## config.mk

```make
export PLATFORM = sky130hd
export DESIGN_NAME = fpu_align_unit_flat
export DESIGN_NICKNAME = d
export VERILOG_FILES = /design/src/rtl/fpu_pkg.sv /design/src/rtl/fpu_align_unit_if.sv /design/src/rtl/sticky_rshift.sv /design/src/rtl/fpu_align_unit.sv /design/src/flat_wrapper.sv
export SDC_FILE = /design/constraint.sdc
export NUM_CORES = 1
export LEC_CHECK = 0
export ABC_AREA = 0
export ABC_CLOCK_PERIOD_IN_PS = 8600
export BUFFER_PORTS_ARGS = -buffer_cell sky130_fd_sc_hd__buf_2
export CORE_ASPECT_RATIO = 0.8
export CORE_MARGIN = 1.5
export CORE_UTILIZATION = 40
export DETAILED_ROUTE_END_ITERATION = 16
export MAX_ROUTING_LAYER = met4
export PLACE_DENSITY = 0.54
export SETUP_SLACK_MARGIN = 0.15
export SLEW_MARGIN = 20
export SYNTH_ARGS = -nofsm -noshare
export SYNTH_HDL_FRONTEND = slang
export SYNTH_SLANG_ARGS = --single-unit
```

## constraint.sdc

```tcl
create_clock -name clk -period 8.6 [get_ports clk]
set_input_delay 0.86 -clock clk [delete_from_list [all_inputs] [get_ports clk]]
set_output_delay 0.86 -clock clk [all_outputs]
set_load 0.01 [all_outputs]
```

## src/rtl/fpu_pkg.sv

```systemverilog
// fpu_pkg: shared widths, GRS width, align FSM states and counter sizing helper
package fpu_pkg;
  localparam int DEF_EXP_W = 8;
  localparam int DEF_MANT_W = 24;
  localparam int GRS_W = 3;
  function automatic int cnt_w(input int mant_w);
    return $clog2(mant_w + 4);
  endfunction
  localparam int CNT_W = cnt_w(DEF_MANT_W);
  typedef enum logic [1:0] {IDLE, CMP, SHIFT, DONE} align_state_e;
endpackage

```

## src/rtl/fpu_align_unit_if.sv

```systemverilog
// fpu_align_unit_if: operand/result handshake bundle of the alignment stage
//   in_valid/in_ready + exp_a/mant_a/exp_b/mant_b  : operand pair
//   out_valid/out_ready + exp_out/mant_big/mant_small/swapped : aligned result
//   master = producer/consumer side, slave = fpu_align_unit
interface fpu_align_unit_if #(
  parameter int EXP_W = fpu_pkg::DEF_EXP_W,
  parameter int MANT_W = fpu_pkg::DEF_MANT_W
);
  logic in_valid;
  logic in_ready;
  logic [EXP_W-1:0] exp_a;
  logic [MANT_W-1:0] mant_a;
  logic [EXP_W-1:0] exp_b;
  logic [MANT_W-1:0] mant_b;
  logic out_valid;
  logic out_ready;
  logic [EXP_W-1:0] exp_out;
  logic [MANT_W-1:0] mant_big;
  logic [MANT_W+fpu_pkg::GRS_W-1:0] mant_small;
  logic swapped;
  modport master (
    output in_valid, exp_a, mant_a, exp_b, mant_b, out_ready,
    input in_ready, out_valid, exp_out, mant_big, mant_small, swapped
  );
  modport slave (
    input in_valid, exp_a, mant_a, exp_b, mant_b, out_ready,
    output in_ready, out_valid, exp_out, mant_big, mant_small, swapped
  );
endinterface

```

## src/rtl/sticky_rshift.sv

```systemverilog
// sticky_rshift: right shift by 0..STEP, OR-ing every bit shifted out into the LSB
//   i_d : value, i_k : shift distance, o_d : shifted value with sticky LSB
module sticky_rshift #(
  parameter int W = 27,
  parameter int STEP = 4,
  localparam int KW = $clog2(STEP + 1)
) (
  input  logic [W-1:0]  i_d,
  input  logic [KW-1:0] i_k,
  output logic [W-1:0]  o_d
);
  logic [W-1:0] w_mask;
  assign w_mask = ~({W{1'b1}} << i_k);
  assign o_d = (i_d >> i_k) | {{(W-1){1'b0}}, |(i_d & w_mask)};
endmodule

```

## src/rtl/fpu_align_unit.sv

```systemverilog
// fpu_align_unit: orders two FP operands by magnitude and iteratively aligns the smaller one with G/R/S
//   clk, rst_n : clock, async active-low reset
//   bus        : operand/result handshake (slave side)
module fpu_align_unit
  import fpu_pkg::*;
#(
  parameter int EXP_W = DEF_EXP_W,
  parameter int MANT_W = DEF_MANT_W,
  parameter int STEP = 4
) (
  input logic clk,
  input logic rst_n,
  fpu_align_unit_if.slave bus
);
  localparam int W = MANT_W + GRS_W;
  localparam int CW = cnt_w(MANT_W);
  localparam int KW = $clog2(STEP + 1);
  localparam logic [EXP_W-1:0] D_MAX = EXP_W'(W);
  align_state_e r_state;
  logic [EXP_W-1:0] r_ea, r_eb, r_exp, r_o_exp;
  logic [MANT_W-1:0] r_ma, r_mb, r_big, r_o_big;
  logic [W-1:0] r_ext, r_o_small;
  logic [CW-1:0] r_rem;
  logic r_swap, r_o_swap;
  logic w_b_big, w_direct;
  logic [EXP_W-1:0] w_e_big, w_e_sm, w_d;
  logic [MANT_W-1:0] w_m_big, w_m_sm;
  logic [W-1:0] w_ext0, w_sh;
  logic [KW-1:0] w_k;
  // full tie keeps A as the larger operand
  assign w_b_big = (r_eb > r_ea) || (r_eb == r_ea && r_mb > r_ma);
  assign w_e_big = w_b_big ? r_eb : r_ea;
  assign w_e_sm = w_b_big ? r_ea : r_eb;
  assign w_m_big = w_b_big ? r_mb : r_ma;
  assign w_m_sm = w_b_big ? r_ma : r_mb;
  assign w_d = w_e_big - w_e_sm;
  // shifts past the whole extended mantissa collapse straight to the sticky bit
  assign w_direct = (w_d == '0) || (w_d >= D_MAX);
  assign w_ext0 = (w_d >= D_MAX) ? {{(W-1){1'b0}}, |w_m_sm} : {w_m_sm, {GRS_W{1'b0}}};
  assign w_k = (r_rem < CW'(STEP)) ? r_rem[KW-1:0] : KW'(STEP);
  sticky_rshift #(.W(W), .STEP(STEP)) u_shift (
    .i_d(r_ext),
    .i_k(w_k),
    .o_d(w_sh)
  );
  assign bus.in_ready = r_state == IDLE;
  assign bus.out_valid = r_state == DONE;
  assign bus.exp_out = r_o_exp;
  assign bus.mant_big = r_o_big;
  assign bus.mant_small = r_o_small;
  assign bus.swapped = r_o_swap;
  always_ff @(posedge clk or negedge rst_n) begin
    if (!rst_n) begin
      r_state <= IDLE;
      r_ea <= '0;
      r_eb <= '0;
      r_ma <= '0;
      r_mb <= '0;
      r_exp <= '0;
      r_big <= '0;
      r_swap <= 1'b0;
      r_ext <= '0;
      r_rem <= '0;
      r_o_exp <= '0;
      r_o_big <= '0;
      r_o_small <= '0;
      r_o_swap <= 1'b0;
    end else begin
      case (r_state)
        IDLE: if (bus.in_valid) begin
          r_ea <= bus.exp_a;
          r_ma <= bus.mant_a;
          r_eb <= bus.exp_b;
          r_mb <= bus.mant_b;
          r_state <= CMP;
        end
        CMP: begin
          r_exp <= w_e_big;
          r_big <= w_m_big;
          r_swap <= w_b_big;
          r_ext <= w_ext0;
          r_rem <= w_d[CW-1:0];
          if (w_direct) begin
            r_o_exp <= w_e_big;
            r_o_big <= w_m_big;
            r_o_swap <= w_b_big;
            r_o_small <= w_ext0;
            r_state <= DONE;
          end else r_state <= SHIFT;
        end
        SHIFT: begin
          r_ext <= w_sh;
          r_rem <= r_rem - CW'(w_k);
          if (r_rem == CW'(w_k)) begin
            r_o_exp <= r_exp;
            r_o_big <= r_big;
            r_o_swap <= r_swap;
            r_o_small <= w_sh;
            r_state <= DONE;
          end
        end
        DONE: if (bus.out_ready) r_state <= IDLE;
        default: r_state <= IDLE;
      endcase
    end
  end
endmodule

```

## src/flat_wrapper.sv

```systemverilog
// flat-port wrapper written by rule: the top's interface ports become plain ports
module fpu_align_unit_flat import fpu_pkg::*;
#(
  parameter int EXP_W = DEF_EXP_W,
  parameter int MANT_W = DEF_MANT_W,
  parameter int STEP = 4
)
  (clk, rst_n, bus_in_valid, bus_exp_a, bus_mant_a, bus_exp_b, bus_mant_b, bus_out_ready, bus_in_ready, bus_out_valid, bus_exp_out, bus_mant_big, bus_mant_small, bus_swapped);
  fpu_align_unit_if #(.EXP_W(EXP_W), .MANT_W(MANT_W)) bus_i ();
  input logic clk;
  input logic rst_n;
  input wire logic [$bits(bus_i.in_valid)-1:0] bus_in_valid;
  input wire logic [$bits(bus_i.exp_a)-1:0] bus_exp_a;
  input wire logic [$bits(bus_i.mant_a)-1:0] bus_mant_a;
  input wire logic [$bits(bus_i.exp_b)-1:0] bus_exp_b;
  input wire logic [$bits(bus_i.mant_b)-1:0] bus_mant_b;
  input wire logic [$bits(bus_i.out_ready)-1:0] bus_out_ready;
  output wire logic [$bits(bus_i.in_ready)-1:0] bus_in_ready;
  output wire logic [$bits(bus_i.out_valid)-1:0] bus_out_valid;
  output wire logic [$bits(bus_i.exp_out)-1:0] bus_exp_out;
  output wire logic [$bits(bus_i.mant_big)-1:0] bus_mant_big;
  output wire logic [$bits(bus_i.mant_small)-1:0] bus_mant_small;
  output wire logic [$bits(bus_i.swapped)-1:0] bus_swapped;
  assign bus_i.in_valid = bus_in_valid;
  assign bus_i.exp_a = bus_exp_a;
  assign bus_i.mant_a = bus_mant_a;
  assign bus_i.exp_b = bus_exp_b;
  assign bus_i.mant_b = bus_mant_b;
  assign bus_i.out_ready = bus_out_ready;
  assign bus_in_ready = bus_i.in_ready;
  assign bus_out_valid = bus_i.out_valid;
  assign bus_exp_out = bus_i.exp_out;
  assign bus_mant_big = bus_i.mant_big;
  assign bus_mant_small = bus_i.mant_small;
  assign bus_swapped = bus_i.swapped;
  fpu_align_unit #(.EXP_W(EXP_W), .MANT_W(MANT_W), .STEP(STEP)) u_core (.clk(clk), .rst_n(rst_n), .bus(bus_i));
endmodule
```

==> load_flow_metrics.sql <==
INSERT INTO impl_metrics (metric_group, metric, value, unit) VALUES
('route', 'postRouteAntennaNets', '0', ''),
('layout', 'layout_nets', '1338', ''),
('yosys', 'synth_top_area_share', '44.2', '%'),
('yosys', 'synthesis_warning_total', '0', ''),
('yosys', 'synthesis.area_per_instance', '9.46', 'µm²'),
('clock_tree', 'cts.sink_count', '191', ''),
('route', 'drc', '0', ''),
('floorplan', 'placementRows', '53', ''),
('yosys', 'yosysMostFrequentCell', 'dfrtp_1', ''),
('yosys', 'postSynth.asyncResetShare', '100', '%'),
('yosys', 'register_bit_count_reported_by_yosys', '191', ''),
('route', 'route.detailed.wl_per_inst', '18.5', 'µm'),
('yosys', 'synth_flop_type', 'dfrtp_1', ''),
('layout', 'syn2layout_area_growth', '14.1', '%'),
('route', 'detail_route.vias_per_cell', '5.33', ''),
('clock_tree', 'cts_buffer_depth', '2', ''),
('sta', 'final.setup_skew', '0.0140', 'ns'),
('layout', 'filler_cell_count', '2585', ''),
('floorplan', 'die_width', '187', 'µm'),
('floorplan', 'io_pins', '130', ''),
('clock_tree', 'hold_buffers', '0', ''),
('placement', 'hpwl', '21400', 'µm'),
('yosys', 'mappedNetlistNets', '1248', ''),
('worst_setup_path', 'r2r_end', 'u_core.bus.exp_out[5]', ''),
('sta', 'min_period_over_period', '66.1', '%'),
('route', 'dr.first_iter.drc_count', '581', ''),
('yosys', 'synth.yosys.seq_area_share', '44.2', '%'),
('global_routing', 'antenna_found_initial', '0', ''),
('run_status', 'run_status', 'finished clean', ''),
('yosys', 'synth_cell_area', '10800', 'µm²'),
('floorplan', 'design.core.area', '26400', 'µm²'),
('worst_setup_path', 'worst_r2r_startpoint', 'u_core.r_mb[19]', ''),
('global_routing', 'grt_start_max_net_pins', '92', ''),
('clock_tree', 'cts_buffers', '17', ''),
('layout', 'drive_above_1_share', '24.9', '%'),
('placement', 'place.gp.congestion', '0.891', ''),
('global_routing', 'grt_pass1_wl', '47100', 'µm'),
('yosys', 'synthTopCellsByCount', '191 x dfrtp_1, 151 x nor2_1, 142 x a21oi_1', ''),
('sta', 'rsz_0062_raised_after_global_routing', 'false', ''),
('yosys', 'synth_area_leader_cell', 'dfrtp_1', ''),
('floorplan', 'starting_density_of_the_core', '40.9', '%'),
('yosys', 'ys_types', '60', ''),
('clock_tree', 'cts-resized-gates', '0', ''),
('worst_setup_path', 'worstPathArrival', '6.02', 'ns'),
('worst_setup_path', 'crit_path_max_fanout', '40', ''),
('worst_setup_path', 'critPathRequiredTime', '8.93', 'ns'),
('worst_setup_path', 'crit_path_class', 'register to register', ''),
('clock_tree', 'worst_skew_pair.late_latency', '0.45', 'ns'),
('sta', 'fin_setup_tns', '0', 'ns'),
('global_routing', 'globalRoute.totalOverflow', '0', ''),
('sta', 'tightestPinTransition', '0.936', 'ns'),
('layout', 'antenna_cells', '0', ''),
('global_routing', 'globalRouteTotalUtil', '22.6', '%'),
('floorplan', 'die_height', '150', 'µm'),
('clock_tree', 'clockRootBuffer', 'clkbuf_16', ''),
('yosys', 'syn_inst', '1142', ''),
('clock_tree', 'postCtsSetupBuffers', '0', ''),
('global_routing', 'first_global_vias', '8167', ''),
('route', 'drt_pre_antenna_iters', '5', ''),
('route', 'routed_wl', '29600', 'µm'),
('sta', 'drv_slew', '0', ''),
('sta', 'final_period_minus_worst_setup_slack', '5.69', 'ns'),
('worst_setup_path', 'cp-start-kind', 'register', ''),
('sta', 'max_freq', '176', 'MHz'),
('clock_tree', 'number_of_levels_the_h_tree_was_split_into', '4', ''),
('route', 'overall_via_count_from_detail_route', '8532', ''),
('yosys', 'synth_edf_count', '0', ''),
('worst_hold_path', 'hp-class', 'input pin to asynchronous set/reset pin', ''),
('sta', 'final_hold_vios', '0', ''),
('run', 'max_cap_violations', '0', ''),
('sta', 'setup_violations', '0', ''),
('clock_tree', 'tritoncts_clock_tree', 'built', ''),
('yosys', 'leading_cell_types_by_total_area_after_synthesis', 'dfrtp_1 44%, mux2_2 12%, a21oi_1 6.6%, nor2_1 5.2%, ha_1 4.4%', ''),
('sta', 'worst_slew_margin_rel', '37.6', '%'),
('placement', 'port_buffers', '129', ''),
('worst_setup_path', 'ff2ff_path_depth', '16', ''),
('clock_tree', 'clkTransAtPathRegs', '0.07', 'ns'),
('worst_setup_path', 'rrSetupSlack', '2.91', 'ns'),
('worst_setup_path', 'worst_setup_ep_type', 'register', ''),
('floorplan', 'fp.dieArea', '28000', 'µm²');
-- worst max-delay path, cell delays in order, from the launching register on --
cell      delay [ns]
dfrtp_1         0.43
ha_1            0.34
nand4_1         0.18
nor4_2          0.39
nand4_1         0.16
o211ai_1        0.50
a21oi_4         0.26
buf_4           0.33
o21a_1          0.23
ha_1            0.17
a221oi_1        0.39
o221ai_1        0.22
xnor2_1         0.23
or4_4           0.59
a41oi_4         0.19
buf_4           0.52
mux2_2          0.40
-- worst max-delay path by stage --
stage	start	end	slack, ns
after floorplan	u_core.r_mb[23]	u_core.bus.exp_out[1]	3.70
after global placement	u_core.r_ma[23]	u_core.bus.swapped	3.05
after detailed placement	u_core.r_mb[23]	u_core.bus.exp_out[7]	2.92
after CTS	u_core.r_mb[23]	u_core.bus.exp_out[5]	2.88
after global routing	u_core.r_ma[21]	u_core.bus.exp_out[5]	2.47
final	u_core.r_mb[19]	u_core.bus.exp_out[5]	2.91
-- cells in the final DEF, fill, tap and decap left out, types with 14 or more instances in the layout --
cell type and instances:
a32oi_1 18, mux2i_1 47, nor2_1 151, clkbuf_16 17, ha_1 36, mux2_2 118, dfrtp_1 191, buf_4 14
inv_1 69, nand2_1 89, buf_2 128, o21ai_0 74, a21oi_1 142
-- cells by family after synthesis --
group,synth area share [%]
AOI/OAI and AO/OA,15.5
xor gates and xnor gates,0.162
adders and majority gates,4.40
buffers and inverters,5.15
DFF,44.2
muxes,18.2
other,0.0347
and+or+nand+nor,12.4
-- state kept, by name (all words and copies together), names as in the netlist --
signal / count
u_core.bus.exp_out: 8
u_core.bus.mant_big: 24
u_core.bus.mant_small: 27
u_core.bus.swapped: 1
u_core.r_big: 24
u_core.r_ea: 8
u_core.r_eb: 8
u_core.r_exp: 8
u_core.r_ext: 27
u_core.r_ma: 24
u_core.r_mb: 24
u_core.r_rem: 5
u_core.r_state: 2
u_core.r_swap: 1
-- routing by layer --
layer  global-route usage [%]  part of all wire (%)
met1                     33.7                    53
met2                     31.2                    41
met3                     3.66                   4.5
met4                     6.41                   1.6
met5                        -                     0
-- final cells by class --
| type | count | area [µm²] | area share, % |
|---|---|---|---|
| clock inverter | 10 | 115 | 0.934 |
| clock buffer | 20 | 447 | 3.62 |
| inverter | 70 | 263 | 2.13 |
| multi-input combinational | 809 | 5520 | 44.8 |
| timing repair buffer | 143 | 759 | 6.16 |
| tap | 357 | 447 | 3.62 |
| sequential | 191 | 4780 | 38.8 |
-- through the flow --
stage	setup WS [ns]	util, %	std cells	instance area [µm²]	hold slack [ns]
detailed placement	2.92	44.6	1570	11800	0.475
global placement	3.05	44.6	1570	11800	0.471
finish	2.91	46.7	1600	12300	0.448
global route	2.47	46.7	1600	12300	0.494
floorplan	3.70	-	1142	10800	0.479
CTS	2.88	46.7	1600	12300	0.465
Power is not shown: default switching activity piles up to over one toggle a cycle in this logic, so the estimate is an artifact.
